### config.mk
export PLATFORM = sky130hd
export DESIGN_NAME = slave_mem_flat
export DESIGN_NICKNAME = d
export VERILOG_FILES = /design/src/rtl/slave_mem_pkg.sv /design/src/rtl/slave_mem_if.sv /design/src/rtl/slave_mem_sync_fifo.sv /design/src/rtl/slave_mem.sv /design/src/flat_wrapper.sv
export SDC_FILE = /design/constraint.sdc
export NUM_CORES = 1
export LEC_CHECK = 0
export ABC_AREA = 1
export BUFFER_PORTS_ARGS = -buffer_cell sky130_fd_sc_hd__buf_2
export CAP_MARGIN = 30
export CELL_PAD_IN_SITES_DETAIL_PLACEMENT = 1
export CELL_PAD_IN_SITES_GLOBAL_PLACEMENT = 1
export CORE_UTILIZATION = 34
export CTS_BUF_LIST = sky130_fd_sc_hd__clkbuf_16
export DETAILED_ROUTE_END_ITERATION = 12
export PLACE_DENSITY = 0.69
export SKIP_LAST_GASP = 1
export SYNTH_ARGS = -nofsm -noshare
export SYNTH_HDL_FRONTEND = slang
export SYNTH_SLANG_ARGS = --single-unit
### constraint.sdc
create_clock -name clk -period 18.8 [get_ports clk]
set_input_delay 3.76 -clock clk [delete_from_list [all_inputs] [get_ports clk]]
set_output_delay 3.76 -clock clk [all_outputs]
set_load 0.05 [all_outputs]
### src/rtl/slave_mem_pkg.sv
// Shared constants and FIFO entry layout for the write master / slave_mem pair.
// The master uses ADDR_W and MAX_ADDR for its wrap point, so both sides agree on memory depth.
package slave_mem_pkg;

   localparam int unsigned ADDR_W = 8;
   localparam int unsigned DATA_W = 8;
   localparam logic [ADDR_W-1:0] MAX_ADDR = 8'h30;

   typedef struct packed {
      logic [ADDR_W-1:0] addr;
      logic [DATA_W-1:0] data;
   } entry_t;

endpackage

### src/rtl/slave_mem_if.sv
// Valid/ready write channel between the write master and slave_mem.
// The returned-data path rides alongside the handshake.
interface slave_mem_if #(
   parameter int unsigned WIDTH  = slave_mem_pkg::DATA_W,
   parameter int unsigned ADDR_W = slave_mem_pkg::ADDR_W
);

   logic              valid;
   logic [ADDR_W-1:0] addr;
   logic [WIDTH-1:0]  s_data_in;
   logic              ready;
   logic [WIDTH-1:0]  s_data_out;

   modport master (
      output valid,
      output addr,
      output s_data_in,
      input  ready,
      input  s_data_out
   );

   modport slave (
      input  valid,
      input  addr,
      input  s_data_in,
      output ready,
      output s_data_out
   );

endinterface

### src/rtl/slave_mem_sync_fifo.sv
// Single-clock FIFO with registered occupancy count.
// Push when full and pop when empty are ignored.
module sync_fifo #(
   parameter int unsigned WIDTH = 16,
   parameter int unsigned DEPTH = 4
) (
   input  logic                     clk,
   input  logic                     rst,
   input  logic                     push,
   input  logic                     pop,
   input  logic [WIDTH-1:0]         din,
   output logic [WIDTH-1:0]         dout,
   output logic                     full,
   output logic                     empty,
   output logic [$clog2(DEPTH):0]   level
);

   localparam int unsigned PTR_W = $clog2(DEPTH);
   localparam int unsigned LVL_W = PTR_W + 1;

   logic [WIDTH-1:0] store [DEPTH];
   logic [PTR_W-1:0] wr_ptr;
   logic [PTR_W-1:0] rd_ptr;
   logic             do_push;
   logic             do_pop;

   assign full    = (level == LVL_W'(DEPTH));
   assign empty   = (level == '0);
   assign do_push = push && !full;
   assign do_pop  = pop && !empty;
   assign dout    = store[rd_ptr];

   // Pointers wrap naturally because DEPTH is a power of two.
   always_ff @(posedge clk or posedge rst) begin
      if (rst) begin
         wr_ptr <= '0;
         rd_ptr <= '0;
         level  <= '0;
      end else begin
         if (do_push) wr_ptr <= wr_ptr + PTR_W'(1);
         if (do_pop)  rd_ptr <= rd_ptr + PTR_W'(1);
         if (do_push && !do_pop)      level <= level + LVL_W'(1);
         else if (do_pop && !do_push) level <= level - LVL_W'(1);
      end
   end

   // Storage needs no reset: stale entries are unreachable once level is zero.
   always_ff @(posedge clk) begin
      if (do_push) store[wr_ptr] <= din;
   end

endmodule

### src/rtl/slave_mem.sv
// Write-channel receiver: buffers beats in a FIFO and drains them into a
// small register-file memory at a throttled rate, with a registered read port.
module slave_mem #(
   parameter int unsigned        WIDTH      = slave_mem_pkg::DATA_W,
   parameter int unsigned        ADDR_W     = slave_mem_pkg::ADDR_W,
   parameter logic [ADDR_W-1:0]  MAX_ADDR   = ADDR_W'(slave_mem_pkg::MAX_ADDR),
   parameter int unsigned        FIFO_DEPTH = 4,
   parameter int unsigned        DRAIN_DIV  = 3
) (
   input  logic                          clk,
   input  logic                          rst,
   slave_mem_if.slave                    bus,
   input  logic [ADDR_W-1:0]             rd_addr,
   output logic [WIDTH-1:0]              rd_data,
   output logic [15:0]                   wr_cnt,
   output logic                          err,
   input  logic                          err_clr,
   output logic [$clog2(FIFO_DEPTH):0]   fifo_level
);

   import slave_mem_pkg::*;

   localparam int unsigned MEM_DEPTH = 32'(MAX_ADDR) + 1;
   localparam int unsigned MEM_AW    = $clog2(MEM_DEPTH);
   localparam int unsigned DIV_W     = (DRAIN_DIV > 1) ? $clog2(DRAIN_DIV) : 1;
   localparam int unsigned ENT_W     = $bits(entry_t);

   logic [WIDTH-1:0] mem [MEM_DEPTH];
   logic [DIV_W-1:0] div_cnt;
   logic [WIDTH-1:0] resp;
   logic             drain_tick;
   logic             accept;
   logic             pop;
   logic             full;
   logic             empty;
   logic             head_ok;
   entry_t           push_ent;
   entry_t           head_ent;

   // Ready is the only combinational output; it must be low throughout reset.
   assign bus.ready      = !full && !rst;
   assign bus.s_data_out = resp;

   assign accept        = bus.valid && bus.ready;
   assign drain_tick    = (div_cnt == DIV_W'(DRAIN_DIV - 1));
   assign pop           = drain_tick && !empty;
   assign head_ok       = (head_ent.addr <= MAX_ADDR);
   assign push_ent.addr = bus.addr;
   assign push_ent.data = bus.s_data_in;

   sync_fifo #(
      .WIDTH (ENT_W),
      .DEPTH (FIFO_DEPTH)
   ) u_fifo (
      .clk   (clk),
      .rst   (rst),
      .push  (accept),
      .pop   (pop),
      .din   (push_ent),
      .dout  (head_ent),
      .full  (full),
      .empty (empty),
      .level (fifo_level)
   );

   // Free-running drain throttle; with DRAIN_DIV=1 the tick is permanently high.
   always_ff @(posedge clk or posedge rst) begin
      if (rst)             div_cnt <= '0;
      else if (drain_tick) div_cnt <= '0;
      else                 div_cnt <= div_cnt + DIV_W'(1);
   end

   // Memory is fully cleared by reset so a mid-stream reset leaves no stale data.
   always_ff @(posedge clk or posedge rst) begin
      if (rst) begin
         for (int i = 0; i < int'(MEM_DEPTH); i++) mem[i] <= '0;
      end else if (pop && head_ok) begin
         mem[MEM_AW'(head_ent.addr)] <= head_ent.data;
      end
   end

   // Status, response and read-port registers.
   always_ff @(posedge clk or posedge rst) begin
      if (rst) begin
         wr_cnt  <= '0;
         err     <= 1'b0;
         resp    <= '0;
         rd_data <= '0;
      end else begin
         if (pop && head_ok) wr_cnt <= wr_cnt + 16'd1;

         // A bad-address pop outranks a simultaneous clear.
         if (pop && !head_ok) err <= 1'b1;
         else if (err_clr)    err <= 1'b0;

         if (accept) resp <= bus.s_data_in + WIDTH'(1);

         rd_data <= (rd_addr <= MAX_ADDR) ? mem[MEM_AW'(rd_addr)] : '0;
      end
   end

endmodule

### src/flat_wrapper.sv
// flat-port wrapper written by rule: the top's interface ports become plain ports
module slave_mem_flat import slave_mem_pkg::*;
#(
   parameter int unsigned        WIDTH      = slave_mem_pkg::DATA_W,
   parameter int unsigned        ADDR_W     = slave_mem_pkg::ADDR_W,
   parameter logic [ADDR_W-1:0]  MAX_ADDR   = ADDR_W'(slave_mem_pkg::MAX_ADDR),
   parameter int unsigned        FIFO_DEPTH = 4,
   parameter int unsigned        DRAIN_DIV  = 3
)
  (clk, rst, rd_addr, rd_data, wr_cnt, err, err_clr, fifo_level, bus_valid, bus_addr, bus_s_data_in, bus_ready, bus_s_data_out);
  slave_mem_if #(.WIDTH(WIDTH), .ADDR_W(ADDR_W)) bus_i ();
  input  logic clk;
  input  logic rst;
  input  logic [ADDR_W-1:0] rd_addr;
  output logic [WIDTH-1:0] rd_data;
  output logic [15:0] wr_cnt;
  output logic err;
  input  logic err_clr;
  output logic [$clog2(FIFO_DEPTH):0] fifo_level;
  input wire logic [$bits(bus_i.valid)-1:0] bus_valid;
  input wire logic [$bits(bus_i.addr)-1:0] bus_addr;
  input wire logic [$bits(bus_i.s_data_in)-1:0] bus_s_data_in;
  output wire logic [$bits(bus_i.ready)-1:0] bus_ready;
  output wire logic [$bits(bus_i.s_data_out)-1:0] bus_s_data_out;
  assign bus_i.valid = bus_valid;
  assign bus_i.addr = bus_addr;
  assign bus_i.s_data_in = bus_s_data_in;
  assign bus_ready = bus_i.ready;
  assign bus_s_data_out = bus_i.s_data_out;
  slave_mem #(.WIDTH(WIDTH), .ADDR_W(ADDR_W), .MAX_ADDR(MAX_ADDR), .FIFO_DEPTH(FIFO_DEPTH), .DRAIN_DIV(DRAIN_DIV)) u_core (.clk(clk), .rst(rst), .bus(bus_i), .rd_addr(rd_addr), .rd_data(rd_data), .wr_cnt(wr_cnt), .err(err), .err_clr(err_clr), .fifo_level(fifo_level));
endmodule
==> flow_summary_export.csv <==
group,metric,value,unit
yosys,synth_top_cell_by_area,"dfrtp_1",
yosys,synthArstFlopShare,87.1,%
clock_tree,postCtsSetupRepairBufs,0,
die,core_area,73200,um^2
power_and_ir_drop,ir_worst_vdd,0.109,mV
clock_tree,cts-root-buf,"clkbuf_16",
clock_tree,cts_sinks,498,
yosys,synth_most_common_cell,"nand2_1",
timing,fin_tns_setup,0,ns
yosys,yosys.area_share.simple,37.3,%
placement,hpwlAfterDp,50.8,mm
yosys,synthesis.nets,3175,
timing,setup_slack,10.70,ns
clock_tree,path_clk_slew,0.05,ns
worst_setup_path,required,15.04,ns
clock_tree,clk_latency,0.63,ns
worst_setup_path,worstSetupPathType,"input pin to primary output",
clock_tree,cts_max_level,2,
run_status,violations,"design-rule violations",
yosys,synth-xor-area-share,0.868,%
layout,layout.nets,3108,
detailed_routing,vias,22600,
timing,drv_slew,0,
die,dieArea,75300,um^2
layout,syn_to_final_growth,10.7,%
detailed_routing,avgRoutedWirePerCell,21.1,um
detailed_routing,drt_iter0_drc,1850,
worst_setup_path,crit_fanout,2,
timing,setup_viol,0,
yosys,synthAdderAreaFrac,0.426,%
timing,rsz0062_at_grt,"false",
grt,grt_pass1_wl,138,mm
clock_tree,cts_buffer_depth,3,
yosys,synth_ff_type,"dfrtp_1",
yosys,synth_top_area_share,43.0,%
yosys,netlist_instances,3139,
detailed_routing,antenna_left,0,
layout,n_fill_cell,8752,
clock_tree,cts_resized,0,
yosys,syn_avg_cell_area,8.04,um^2
yosys,synth.area.top_cells,"dfrtp_1, nand2_1, nand4_1",
timing,skew,0.0237,ns
run_status,status,"finished, violations left",
timing,fin_crit,8.10,ns
yosys,synth_cell_types,35,
power_and_ir_drop,power_density,137,nW/um^2
placement,place.gp.congestion,0.836,
grt,grt_pass1_vias,23500,
clock_tree,cts_buffers,58,
worst_setup_path,end_kind,"primary output",
die,initial_core_util,34.5,%
detailed_routing,finalWirelength,85.9,mm
placement,post-place-ws,10.70,ns
timing,post-route-period-util,43.1,%
die,std_cell_rows,99,
run,drv_cap,0,
timing,fmax,0.123,GHz
clock_tree,cts_hold_buf,0,
layout,final_util,38.2,%
worst_hold_path,holdCritPathClass,"flop to flop",
yosys,synth_compound_area_share,5.78,%
grt,grt_overflow,0,
layout,antennaDiodeCount,0,
worst_setup_path,crit_arrival,4.34,ns
worst_setup_path,start_kind,"input pin",
yosys,synth-seq-area-share,50.7,%
yosys,synth_top_family_by_area,"simple AND/OR/NAND/NOR gates",
grt,track_usage,23.2,%
grt,grt_max_degree,183,
detailed_routing,via_per_inst,5.54,
detailed_routing,route.detailed.drc,2,
yosys,synthMuxAreaShare,0.0446,%
detailed_routing,firstDrtPassIters,11,
timing,hold_viol_final,0,
yosys,synth-seq-cells,498,
timing,tightest_slew,1.27,ns
yosys,syn_area,25200,um^2
layout,seqCellArea,12800,um^2
layout,multiInputGateArea,11300,um^2
grt,antenna_found_initial,1,
power_and_ir_drop,p_leak,13.5,nW
layout,layout-drive-gt1-share,10.0,%
yosys,synth_common_cells,"nand2_1, dfrtp_1, nand4_1",
die,die_y,274,um
clock_tree,cts_tree,"yes",
die,pin_count,65,
placement,io_buffers,64,
yosys,synth-edff-count,64,
die,die_w,274,um
yosys,yosys_warnings,0,
timing,slew_headroom,15.2,%
## placed cells by master (no fill, tap or decap), types with 3 or more instances in the layout
master	netlist	final
o21ai_0	197	197
edfxtp_1	64	64
o211ai_1	24	24
nor3_1	5	5
clkinv_1	2	21
nor2_1	363	359
nor2_2	47	51
nand4_1	394	394
buf_4	39	32
nand3_4	10	10
or2_2	6	6
inv_2	8	9
inv_1	40	49
clkbuf_16	0	59
o22ai_4	0	8
nand3_2	38	38
buf_2	31	62
xor2_1	15	15
o21ai_1	5	5
nand3_1	106	106
xnor2_1	10	10
ha_1	7	7
buf_16	0	3
dfrtp_1	434	434
clkinv_2	0	9
nand2_2	10	9
a21oi_1	42	42
nand2_1	1065	1065
## state kept, by name, indices dropped and copies added (netlist names)
signal,count
u_core.mem,392
u_core.bus.s_data_out,8
u_core.u_fifo.rd_ptr,2
u_core.rd_data,8
u_core.div_cnt,2
u_core.wr_cnt,16
u_core.u_fifo.store,64
u_core.u_fifo.wr_ptr,2
u_core.u_fifo.level,3
u_core.err,1
## path summary, 6_finish.rpt
check | from | end | slack (ns) | cells past startpoint
worst max-delay path | rst | bus_ready | 10.70 | 3
worst min-delay path | u_core.mem[184]$_DFFE_PP0P_ | u_core.mem[184]$_DFFE_PP0P_ | 0.46 | 2
worst max register to register | u_core.u_fifo.rd_ptr[0]$_DFFE_PP0P_ | u_core.mem[26]$_DFFE_PP0P_ | 13.61 | 15
worst min register to register | u_core.mem[184]$_DFFE_PP0P_ | u_core.mem[184]$_DFFE_PP0P_ | 0.46 | 2
max in group asynchronous | rst | u_core.mem[178]$_DFFE_PP0P_ | 13.26 | 7
min in group asynchronous | rst | u_core.u_fifo.level[1]$_DFFE_PP0P_ | 3.23 | 2
## critical path, stage by stage
cell and delay, ns:
buf_2 0.13, a21oi_1 0.15, buf_2 0.29
## area by class of cell
cell class / count / share of cell area (%)
Tap cell: 959 / 4.29
Multi-Input combinational cell: 2363 / 40.6
Sequential cell: 498 / 45.7
Inverter: 50 / 0.708
Clock inverter: 44 / 0.909
Timing Repair Buffer: 101 / 2.49
Clock buffer: 59 / 5.28
## power breakdown
part           internal (mW)  switching [mW]
Clock                  0.589           0.465
Sequential              1.33           0.140
Combinational          0.254            1.06
## cells by family (layout without fill, tap and decap cells)
kind of cell / Yosys count / count (layout)
DFF: 498 / 498
xor gates and xnor gates: 25 / 25
and+or+nand+nor: 2052 / 2052
muxes: 1 / 1
buffers and inverters: 278 / 254
AOI/OAI and AO/OA: 277 / 277
adders and majority gates: 8 / 8
## per-layer routing
metal / GRT usage [%] / routed length, um / share of wire (%) / vias to the layer above
met2: 38.7 / 41300 / 48 / 454
met5: 0 / 20 / 0.023 / -
met1: 32.1 / 39000 / 45 / 11500
met3: 2.89 / 3740 / 4.4 / 111
met4: 5.38 / 1760 / 2.1 / 2
li1: - / - / - / 10500
## through the flow
step	area (um^2)	power (mW)	std cells	hold slack (ns)
after global routing	27900	4.04	4074	0.475
after global placement	26100	2.74	3966	0.434
after CTS	27900	3.87	4072	0.465
after floorplan	25200	2.32	3139	0.422
final	27900	3.84	4074	0.463
after detailed placement	26200	2.80	3969	0.453
(Power assumes the default switching activity.)
